### src/rtl/nibble_serial_add_ctrl.sv
// Serial WIDTH-bit add/subtract built on one 4-bit ripple-carry slice.
// One nibble per clock, LSB nibble first, with valid/ready on both sides.
module nibble_serial_add_ctrl #(
  parameter int NIBBLES = 4,
  localparam int WIDTH = 4 * NIBBLES
) (
  input  logic             clk,
  input  logic             rst_n,
  input  logic             start_valid,
  output logic             start_ready,
  input  logic [WIDTH-1:0] a,
  input  logic [WIDTH-1:0] b,
  input  logic             sub,
  input  logic             c_in,
  output logic             result_valid,
  input  logic             result_ready,
  output logic [WIDTH-1:0] sum,
  output logic             c_out,
  output logic             overflow,
  output logic             busy
);

  // Handshake rule: a transfer happens on a rising edge where valid and ready
  // are both high; ready never depends combinationally on valid.
  localparam int IW = $clog2(NIBBLES);

  typedef enum logic [1:0] {IDLE, RUN, DONE} state_t;

  state_t           state, state_next;
  logic [IW-1:0]    idx;
  logic [WIDTH-1:0] a_q, b_q, sum_q;
  logic             carry_q, c_out_q, ovf_q;
  logic [3:0]       slice_a, slice_b, slice_s;
  logic             slice_c, ripple_c, last;

  assign start_ready  = (state == IDLE);
  assign busy         = (state == RUN) || (state == DONE);
  assign result_valid = (state == DONE);
  assign sum          = sum_q;
  assign c_out        = c_out_q;
  assign overflow     = ovf_q;
  assign last         = (idx == IW'(NIBBLES - 1));

  // The shared 4-bit ripple-carry slice, fed from the current nibble.
  always_comb begin
    slice_a  = a_q[4*idx +: 4];
    slice_b  = b_q[4*idx +: 4];
    slice_s  = '0;
    ripple_c = carry_q;
    for (int j = 0; j < 4; j++) begin
      slice_s[j] = slice_a[j] ^ slice_b[j] ^ ripple_c;
      ripple_c   = (slice_a[j] & slice_b[j]) | (ripple_c & (slice_a[j] ^ slice_b[j]));
    end
    slice_c = ripple_c;
  end

  always_comb begin
    state_next = state;
    case (state)
      IDLE:    if (start_valid) state_next = RUN;
      RUN:     if (last) state_next = DONE;
      DONE:    if (result_ready) state_next = IDLE;
      default: state_next = IDLE;
    endcase
  end

  always_ff @(posedge clk or negedge rst_n) begin
    if (!rst_n) begin
      state <= IDLE;
    end else begin
      state <= state_next;
    end
  end

  always_ff @(posedge clk or negedge rst_n) begin
    if (!rst_n) begin
      idx     <= '0;
      a_q     <= '0;
      b_q     <= '0;
      carry_q <= 1'b0;
      sum_q   <= '0;
      c_out_q <= 1'b0;
      ovf_q   <= 1'b0;
    end else begin
      case (state)
        IDLE: begin
          if (start_valid) begin
            // Subtraction is A + ~B + 1: invert B once and seed the carry.
            a_q     <= a;
            b_q     <= sub ? ~b : b;
            carry_q <= sub | c_in;
            sum_q   <= '0;
            c_out_q <= 1'b0;
            ovf_q   <= 1'b0;
            idx     <= '0;
          end
        end
        RUN: begin
          sum_q[4*idx +: 4] <= slice_s;
          carry_q           <= slice_c;
          idx               <= last ? '0 : idx + IW'(1);
          if (last) begin
            c_out_q <= slice_c;
            ovf_q   <= (a_q[WIDTH-1] == b_q[WIDTH-1]) && (slice_s[3] != a_q[WIDTH-1]);
          end
        end
        default: ;
      endcase
    end
  end

endmodule

### config.mk
export PLATFORM = sky130hd
export DESIGN_NAME = nibble_serial_add_ctrl
export DESIGN_NICKNAME = d
export VERILOG_FILES = /design/src/rtl/nibble_serial_add_ctrl.sv
export SDC_FILE = /design/constraint.sdc
export NUM_CORES = 1
export LEC_CHECK = 0
export BUFFER_PORTS_ARGS = -buffer_cell sky130_fd_sc_hd__clkbuf_2
export CORE_MARGIN = 8
export CORE_UTILIZATION = 54
export CTS_CLUSTER_SIZE = 24
export DETAILED_ROUTE_END_ITERATION = 10
export PLACE_DENSITY = 0.79
export SYNTH_ARGS = -nofsm -noshare
export SYNTH_HDL_FRONTEND = slang
export SYNTH_SLANG_ARGS = --single-unit
### constraint.sdc
create_clock -name clk -period 3.9 [get_ports clk]
set_clock_uncertainty 0.1 [all_clocks]
set_input_delay 0.585 -clock clk [delete_from_list [all_inputs] [get_ports clk]]
set_output_delay 0.585 -clock clk [all_outputs]
set_load 0.01 [all_outputs]
==> qor.txt, run 1 <==
STA
-------------------------------------------------------------------------------------------------
Final Max Tran Viols                                                                            0
Peak clock frequency supported by timing                                                282.6 MHz
Relative slew margins                                                                      48.83%
Final setup violation count                                                                     0
Total negative slack for setup checks                                                        0 ps
RSZ-0062 raised after global routing                                                        false
Period utilization                                                                         90.74%
Worst Max-Slew Pin Slew                                                                  767.6 ps
Tmin final                                                                                3539 ps
Number of endpoints with negative hold slack in the final report                                0

GLOBAL ROUTING
-------------------------------------------------------------------------------------------------
Overall overflow remaining after global route                                                   0
Wire length of the first global-routing pass                                              9798 um
GRT Overall Usage                                                                          16.40%
Number of global-route vias before repair                                                    2067
Largest net degree at the start of global routing                                              50
Number of antenna violations at the first check in global routing                               0

YOSYS
-------------------------------------------------------------------------------------------------
Synth Net Count                                                                               279
Flip-flop and latch count after synthesis                                                      55
Number of distinct library cell variants in the gate-level netlist after synthesis             42
Number of warnings reported in the yosys synthesis log                                          0
Mean area per synthesized cell                                                        12.24 sq um
Proportion of synthesized chip area in sequential cells                                    49.09%
Netlist Area Pre-Place                                                                 2804 sq um
Count of mapped cells out of synthesis                                                        229

ROUTING
-------------------------------------------------------------------------------------------------
DR vias                                                                                      1929
Violation count after the first detailed-routing iteration                                     94
DRC viols                                                                                       0
DRT Wirelength                                                                            5761 um
Number of antenna-violating nets in the routed design                                           0
Number of detailed-routing iterations run before antenna repair                                 4
Average detailed-routed wire length per instance                                         16.27 um
Number of vias per cell                                                                     5.449

CLOCK NETWORK
-------------------------------------------------------------------------------------------------
Clock tree from TritonCTS                                                                   built
Worst skew pair latency                                                                    310 ps
Clk pin slew, worst setup/hold paths                                                       100 ps
Post-CTS resize count                                                                           0
Number of post-CTS setup repair buffers                                                         0
Total number of clock tree sinks                                                               55
H-Tree Depth                                                                                    2
Root cell of the clock tree                                                          sky130_fd_sc_hd__clkbuf_8
Maximum buffer depth of the clock tree                                                          2
Inserted Clock Buffers                                                                          5
Count of hold-fix buffers inserted at cts                                                       0

SETUP PATH
-------------------------------------------------------------------------------------------------
Crit Reg-Reg Startpoint                                                              idx[0]$_DFFE_PN0P_
Critical path buffer and inverter count                                                         4
Reg2reg path depth                                                                             12
Req. time, crit path                                                                      4050 ps
Launch point of the critical path                                                    idx[0]$_DFFE_PN0P_
Critical Path Source Type                                                                    flop
Depth of the critical timing path with buffers and inverters included                          12
Worst reg-to-reg setup slack                                                               360 ps
Reg2Reg Capture Point                                                                overflow$_DFFE_PN0P_
Cell family with most CP delay                                                        adder cells
Startpoint-to-endpoint class of the critical path                                    flop to flop
Slowest CP cell                                                                      sky130_fd_sc_hd__dfrtp_1
Maximum fanout along the worst path                                                            12
Max stage delay on crit path                                                               630 ps
Critical Path AT                                                                          3680 ps
Cell Chain, Critical Path                                                            mux4_2 > inv_1 > fa_1 > inv_1 > fa_1 > inv_1 > fa_1 > inv_1 > fa_1 > nor4bb_1 > o221ai_1 > nand2_1
CP endpoint kind                                                                             flop

PWR
-------------------------------------------------------------------------------------------------
Power density over cell area                                                         829.4 nW/um^2
Peak supply drop                                                                        0.4795 mV
Power, Total                                                                             2.674 mW
LEAKAGE                                                                                  1.518 nW

DIE
-------------------------------------------------------------------------------------------------
Area of the die                                                                        7755 sq um
Horizontal die dimension                                                                 88.06 um
Number of top-level pins                                                                       59
Die Ht                                                                                   88.06 um
Site row count                                                                                 26
Starting density of the core                                                               55.25%
Floorplan core area                                                                    5075 sq um

PLACEMENT
-------------------------------------------------------------------------------------------------
Placed Cells incl. Taps                                                                       347
Last weighted congestion value of the routability-driven placer                            0.8160
Count of input and output buffers                                                              58
Post-DP HPWL                                                                              4508 um

RUN
-------------------------------------------------------------------------------------------------
Maximum Capacitance Violations                                                                  0

LAYOUT
-------------------------------------------------------------------------------------------------
Number of diodes                                                                                0
P&R area growth vs syn                                                                     14.99%
Proportion of layout cells with a drive suffix above 1                                     29.58%
Number of nets in the layout                                                                  334
Post-route insts no fill                                                                      354

OUTCOME
-------------------------------------------------------------------------------------------------
Outcome                                                                              finished clean

WORST HOLD PATH
-------------------------------------------------------------------------------------------------
Min-delay worst type                                                                 input port to async pin

==> cells in the final DEF (no fill, tap or decap), drive strengths merged, types with 15 or more instances in the layout <==
cell / count
nand2: 18
inv: 15
mux2: 17
xnor2: 16
dfrtp: 55
o21ai: 24
clkbuf: 64
==> power breakdown <==
| part | switching (mW) | internal [mW] |
|---|---|---|
| Clock | 0.178 | 0.188 |
| Combinational | 0.749 | 0.604 |
| Sequential | 0.167 | 0.787 |
==> synthesized netlist by cell type <==
cell	count	share of area, %
sky130_fd_sc_hd__ha_1	8	3.6
sky130_fd_sc_hd__nand2b_1	1	0.22
sky130_fd_sc_hd__fa_1	4	2.9
sky130_fd_sc_hd__inv_2	1	0.13
sky130_fd_sc_hd__a221o_1	1	0.36
sky130_fd_sc_hd__o21ai_2	2	0.62
sky130_fd_sc_hd__and4_1	3	0.94
sky130_fd_sc_hd__or4_1	1	0.27
sky130_fd_sc_hd__and4b_1	1	0.36
sky130_fd_sc_hd__o2bb2ai_1	8	2.5
sky130_fd_sc_hd__o21ai_1	7	1.2
sky130_fd_sc_hd__o21ai_0	15	2.7
sky130_fd_sc_hd__buf_6	2	0.80
sky130_fd_sc_hd__a21oi_1	1	0.18
sky130_fd_sc_hd__mux2_4	1	0.54
sky130_fd_sc_hd__o31ai_1	1	0.27
sky130_fd_sc_hd__nand4_1	3	0.67
sky130_fd_sc_hd__nand3b_1	1	0.27
sky130_fd_sc_hd__nor3b_1	2	0.54
sky130_fd_sc_hd__and3_4	1	0.40
sky130_fd_sc_hd__nor2b_1	3	0.67
sky130_fd_sc_hd__nand3_1	4	0.71
sky130_fd_sc_hd__mux2_2	3	1.2
sky130_fd_sc_hd__o221ai_1	1	0.31
sky130_fd_sc_hd__buf_2	6	1.1
sky130_fd_sc_hd__nor2_1	3	0.40
sky130_fd_sc_hd__nor4bb_1	1	0.36
sky130_fd_sc_hd__mux2_1	13	5.2
sky130_fd_sc_hd__mux4_2	8	6.4
sky130_fd_sc_hd__clkbuf_1	2	0.27
sky130_fd_sc_hd__and4bb_2	1	0.45
sky130_fd_sc_hd__o221a_1	1	0.40
sky130_fd_sc_hd__nor3_1	1	0.18
sky130_fd_sc_hd__a22o_1	8	2.5
sky130_fd_sc_hd__buf_4	3	0.80
sky130_fd_sc_hd__or3_1	1	0.22
sky130_fd_sc_hd__inv_1	14	1.9
sky130_fd_sc_hd__dfrtp_1	55	49
sky130_fd_sc_hd__nand2_1	18	2.4
sky130_fd_sc_hd__and3b_1	1	0.31
sky130_fd_sc_hd__xnor2_1	16	5.0
sky130_fd_sc_hd__o32a_1	2	0.71
==> how the worst max path moves through the flow <==
| stage | end | slack, ps |
|---|---|---|
| 3_3_place_gp | overflow$_DFFE_PN0P_ | 560 |
| 2_1_floorplan | overflow$_DFFE_PN0P_ | 750 |
| 4_1_cts | overflow$_DFFE_PN0P_ | 350 |
| 6_report | overflow$_DFFE_PN0P_ | 360 |
| 3_5_place_dp | overflow$_DFFE_PN0P_ | 380 |
| 5_1_grt | overflow$_DFFE_PN0P_ | 120 |
==> worst reg2reg max path: cells and delay by family, from the launching register on <==
kind                     cells  cell delay, ps
flip-flops                   1             630
AND/OR/NAND/NOR              2             370
AO/OA/AOI/OAI                1             170
adder cells (fa/ha/maj)      4            1340
buffers and inverters        4             290
multiplexers                 1             570
==> final cells by class <==
| type | instances | area [sq um] |
|---|---|---|
| inverter | 15 | 56.30 |
| clock buffer | 6 | 72.57 |
| clock inverter | 1 | 30.03 |
| timing repair buffer | 61 | 312.8 |
| multi-input combinational | 146 | 1289 |
| fill | 413 | 1851 |
| sequential | 55 | 1376 |
| tap | 70 | 87.58 |
==> routing by layer <==
metal  global-route usage [%]  share of wire, %  up-vias
met3                    4.409               5.4       14
li1                         -                 -      927
met4                    6.298               2.1        0
met2                    26.06                48       62
met5                        0                 0        -
met1                    20.79                44      926
==> cells by family after synthesis <==
group / after synthesis / synth area share, %
fa+ha+maj: 12 / 6.426
buf+inv: 28 / 4.953
xor+xnor: 16 / 4.998
simple gates: 46 / 9.371
flops: 55 / 49.09
mux: 25 / 13.39
compound gates: 47 / 11.78
==> registers in the layout, indices dropped and copies added (netlist names) <==
| register | count |
|---|---|
| a_q | 16 |
| b_q | 16 |
| c_out | 1 |
| carry_q | 1 |
| idx | 2 |
| overflow | 1 |
| state | 2 |
| sum | 16 |
==> stage by stage <==
step	hold WS, ps	setup WS, ps	utilization, %	cell area (sq um)
floorplan	189.4	754.0	-	2804
global placement	363.5	562.2	61.51	3122
detailed placement	377.1	376.5	61.51	3122
CTS	249.5	349.3	63.54	3224
global route	294.3	122.6	63.54	3224
finish	228.9	361.2	63.54	3224
Power figures use the tool's default switching activity.
==> run 2: changes to the inputs <==
ABC_AREA = 1   (was unset)
CAP_MARGIN = 25   (was unset)
CORE_UTILIZATION = 55   (was 54)
CTS_CLUSTER_SIZE = 25   (was 24)
PLACE_DENSITY = 0.8   (was 0.79)
==> run 2 against run 1 <==
Compared with the run above:
- worst setup slack gained 170 ps
- via count up 14%
- synthesized cell count is 38% higher
- non-clock buffer count fell by 1
- first-iteration DRC count down 28%
- critical endpoint unchanged
- highest routed layer unchanged
==> qor.txt, run 2 <==
DIE
-------------------------------------------------------------------------------------------------
Horizontal die dimension                                                                 90.06 um
Die Ht                                                                                   90.06 um
Number of top-level pins                                                                       59
Site row count                                                                                 27
Floorplan core area                                                                    5405 sq um
Starting density of the core                                                               55.81%
Area of the die                                                                        8111 sq um

YOSYS
-------------------------------------------------------------------------------------------------
Dominant cell by count in the synthesized netlist                                    sky130_fd_sc_hd__nand2_1
Netlist Area Pre-Place                                                                 3017 sq um
Largest area contributor in the synthesized netlist                                  sky130_fd_sc_hd__dfrtp_1
Proportion of synthesized chip area in sequential cells                                    45.62%
Count of mapped cells out of synthesis                                                        316
Top cell type's share of synthesized area                                                  45.62%
Most common library cells after synthesis                                            sky130_fd_sc_hd__nand2_1 (71), sky130_fd_sc_hd__dfrtp_1 (55), sky130_fd_sc_hd__nor2_1 (33), sky130_fd_sc_hd__inv_1 (22), sky130_fd_sc_hd__o21ai_0 (22)
Proportion of register bits with asynchronous set or reset after synthesis                 100.0%
Flip-flop and latch count after synthesis                                                      55
Most common flop cell mapped by yosys                                                sky130_fd_sc_hd__dfrtp_1
Number of warnings reported in the yosys synthesis log                                          0
Number of distinct library cell variants in the gate-level netlist after synthesis             29
Area contributors post-synth                                                         sky130_fd_sc_hd__dfrtp_1 (46%), sky130_fd_sc_hd__nand2_1 (8.8%), sky130_fd_sc_hd__mux2_4 (7.0%), sky130_fd_sc_hd__xnor2_1 (4.6%), sky130_fd_sc_hd__o21ai_2 (4.4%)
Synth Net Count                                                                               366
Mean area per synthesized cell                                                        9.546 sq um
Number of flops mapped to enable cells by yosys                                                 0

RUN
-------------------------------------------------------------------------------------------------
Maximum Capacitance Violations                                                                  0

GLOBAL ROUTING
-------------------------------------------------------------------------------------------------
Number of antenna violations at the first check in global routing                               0
Number of global-route vias before repair                                                    2365
Overall overflow remaining after global route                                                   0
Largest net degree at the start of global routing                                              52
GRT Overall Usage                                                                          15.86%
Wire length of the first global-routing pass                                             10780 um

SETUP PATH
-------------------------------------------------------------------------------------------------
Reg2reg path depth                                                                             18
Critical Path AT                                                                          3530 ps
CP endpoint kind                                                                             flop
Startpoint-to-endpoint class of the critical path                                    flop to flop
Reg2Reg Capture Point                                                                overflow$_DFFE_PN0P_
Critical Path Source Type                                                                    flop
Max stage delay on crit path                                                               620 ps
Crit Reg-Reg Startpoint                                                              idx[0]$_DFFE_PN0P_
Cell family with most CP delay                                                        adder cells
Req. time, crit path                                                                      4060 ps
Cell Chain, Critical Path                                                            buf_4 > o21ai_0 > nor2_1 > a21oi_1 > fa_1 > inv_1 > fa_1 > inv_1 > fa_1 > inv_1 > fa_1 > inv_1 > nand2_1 > nand2_1 > nand2_1 > nor2_1 > nand2_1 > nand2_1
Slowest CP cell                                                                      sky130_fd_sc_hd__dfrtp_1
Most prevalent standard cell on the critical path                                    sky130_fd_sc_hd__nand2_1
Maximum fanout along the worst path                                                            17
Critical path buffer and inverter count                                                         5
Worst reg-to-reg setup slack                                                               530 ps

WORST HOLD PATH
-------------------------------------------------------------------------------------------------
Min-delay worst type                                                                 input port to async pin

STA
-------------------------------------------------------------------------------------------------
Final setup violation count                                                                     0
Period utilization                                                                         86.47%
Worst Max-Slew Pin Slew                                                                  651.5 ps
Relative slew margins                                                                      56.56%
Number of endpoints with negative hold slack in the final report                                0
Peak clock frequency supported by timing                                                296.5 MHz
Tmin final                                                                                3372 ps
Worst slack on hold paths                                                                177.7 ps
Final Max Tran Viols                                                                            0
RSZ-0062 raised after global routing                                                        false
Total negative slack for setup checks                                                        0 ps

PLACEMENT
-------------------------------------------------------------------------------------------------
Placed cell areas                                                                      3311 sq um
Post-DP HPWL                                                                              4834 um
Count of input and output buffers                                                              58
Last weighted congestion value of the routability-driven placer                            0.8772

PWR
-------------------------------------------------------------------------------------------------
Peak supply drop                                                                        0.3789 mV
Total net switching power                                                                1.254 mW
Internal power of the cells                                                              1.492 mW
Switching share of power                                                                   45.66%
LEAKAGE                                                                                  1.701 nW
Part of the total power dissipated in the clock network                                     11.4%
Combinational share of power                                                                53.8%
Part of the power in registers                                                              34.8%
Power density over cell area                                                         808.8 nW/um^2

LAYOUT
-------------------------------------------------------------------------------------------------
Cell area after layout                                                                 3396 sq um
Commonest non-fill, non-tap cells in the layout                                      sky130_fd_sc_hd__nand2_1 (71), sky130_fd_sc_hd__clkbuf_2 (58), sky130_fd_sc_hd__dfrtp_1 (55)
Number of nets in the layout                                                                  420
P&R area growth vs syn                                                                     12.57%
Footprint of the multi-input gates                                                     1443 sq um
Total of fill cells in the finished design                                                    488
Number of diodes                                                                                0
Proportion of layout cells with a drive suffix above 1                                     29.11%
Most frequent standard cell in the layout excluding fill and tap cells               sky130_fd_sc_hd__nand2_1
Area taken by flip-flops and latches                                                   1376 sq um

ROUTING
-------------------------------------------------------------------------------------------------
Routed metal-1 wirelength                                                                 2785 um
Average detailed-routed wire length per instance                                         13.93 um
DRC viols                                                                                       0
DR vias                                                                                      2194
Violation count after the first detailed-routing iteration                                     68
Number of antenna-violating nets in the routed design                                           0
Uppermost layer routed                                                                       met4
Number of vias per cell                                                                     4.953
DRT Wirelength                                                                            6171 um
WL met2                                                                                   3087 um
Detailed-routed wire length on met3                                                        235 um
Number of detailed-routing iterations run before antenna repair                                 4

CLOCK NETWORK
-------------------------------------------------------------------------------------------------
Inserted Clock Buffers                                                                          5
Worst skew pair latency                                                                    310 ps
Count of hold-fix buffers inserted at cts                                                       0
Number of post-CTS setup repair buffers                                                         0
Total number of clock tree sinks                                                               55
H-Tree Depth                                                                                    2
Clock tree from TritonCTS                                                                   built
Post-CTS resize count                                                                           0
Maximum buffer depth of the clock tree                                                          2
Root cell of the clock tree                                                          sky130_fd_sc_hd__clkbuf_8
Clk pin slew, worst setup/hold paths                                                       100 ps

OUTCOME
-------------------------------------------------------------------------------------------------
Outcome                                                                              finished clean

## run 2: cell types whose count changed in the layout (fill, tap and decap cells not counted), sizes merged, moves of 4 or more
| cell | previous run | this run |
|---|---|---|
| o21ai | 24 | 54 |
| nor2 | 3 | 34 |
| mux4 | 8 | 0 |
| nand2 | 18 | 76 |
| inv | 15 | 24 |
| a21oi | 1 | 6 |
| o22ai | 0 | 4 |
| a22o | 8 | 0 |
| o2bb2ai | 8 | 0 |
## run 2: final cells by class
cell class,instances,share of cell area [%]
multi-input combinational,223,42.48
clock inverter,2,0.3685
timing repair buffer,60,8.990
inverter,25,2.837
tap,72,2.653
sequential,55,40.53
clock buffer,6,2.137
## run 2: how the worst max path moves through the flow
stage                       start                    to  slack [ps]  depth (start not counted)
5_1_grt        idx[0]$_DFFE_PN0P_  overflow$_DFFE_PN0P_         240                         18
2_1_floorplan  idx[0]$_DFFE_PN0P_   sum[15]$_DFFE_PN0P_         900                         17
4_1_cts        idx[0]$_DFFE_PN0P_  overflow$_DFFE_PN0P_         530                         18
6_report       idx[0]$_DFFE_PN0P_  overflow$_DFFE_PN0P_         530                         18
3_5_place_dp   idx[0]$_DFFE_PN0P_  overflow$_DFFE_PN0P_         540                         18
3_3_place_gp   idx[0]$_DFFE_PN0P_   sum[15]$_DFFE_PN0P_         670                         17
## run 2: per-layer routing
layer | vias up | GRT usage, %
li1 | 1121 | -
met3 | 6 | 4.489
met4 | 0 | 4.161
met5 | - | 0
met2 | 42 | 27.61
met1 | 1025 | 18.65
## run 2: per-stage QoR
stage	setup WS, ps	utilization [%]	power (mW)	cells
floorplan	898.0	-	2.114	316
global placement	669.9	61.25	2.400	435
detailed placement	537.0	61.25	2.454	435
CTS	527.2	62.82	2.765	443
global route	243.4	62.82	3.005	443
finish	527.5	62.82	2.747	443
## run 2: cells by family (layout without fill, tap and decap cells)
group	count (synthesis)	after routing	synth area share, %
simple gates	116	116	16.96
compound gates	65	65	13.27
flops	55	55	45.62
buf+inv	38	93	6.553
xor+xnor	16	16	4.645
mux	14	14	6.968
fa+ha+maj	12	12	5.973
## run 2: power groups by stage
stage	clock (mW)	sequential, mW	combinational (mW)
floorplan	0	0.906	1.21
global placement	0	0.957	1.44
detailed placement	0	0.962	1.49
CTS	0.319	0.953	1.49
global route	0.345	0.979	1.68
finish	0.313	0.955	1.48
## run 2: worst register-to-register path: stages (launching register included)
cell,delay [ps]
sky130_fd_sc_hd__dfrtp_1,620
sky130_fd_sc_hd__buf_4,270
sky130_fd_sc_hd__o21ai_0,100
sky130_fd_sc_hd__nor2_1,100
sky130_fd_sc_hd__a21oi_1,60
sky130_fd_sc_hd__fa_1,390
sky130_fd_sc_hd__inv_1,80
sky130_fd_sc_hd__fa_1,150
sky130_fd_sc_hd__inv_1,60
sky130_fd_sc_hd__fa_1,370
sky130_fd_sc_hd__inv_1,80
sky130_fd_sc_hd__fa_1,420
sky130_fd_sc_hd__inv_1,110
sky130_fd_sc_hd__nand2_1,60
sky130_fd_sc_hd__nand2_1,60
sky130_fd_sc_hd__nand2_1,50
sky130_fd_sc_hd__nor2_1,110
sky130_fd_sc_hd__nand2_1,60
sky130_fd_sc_hd__nand2_1,50
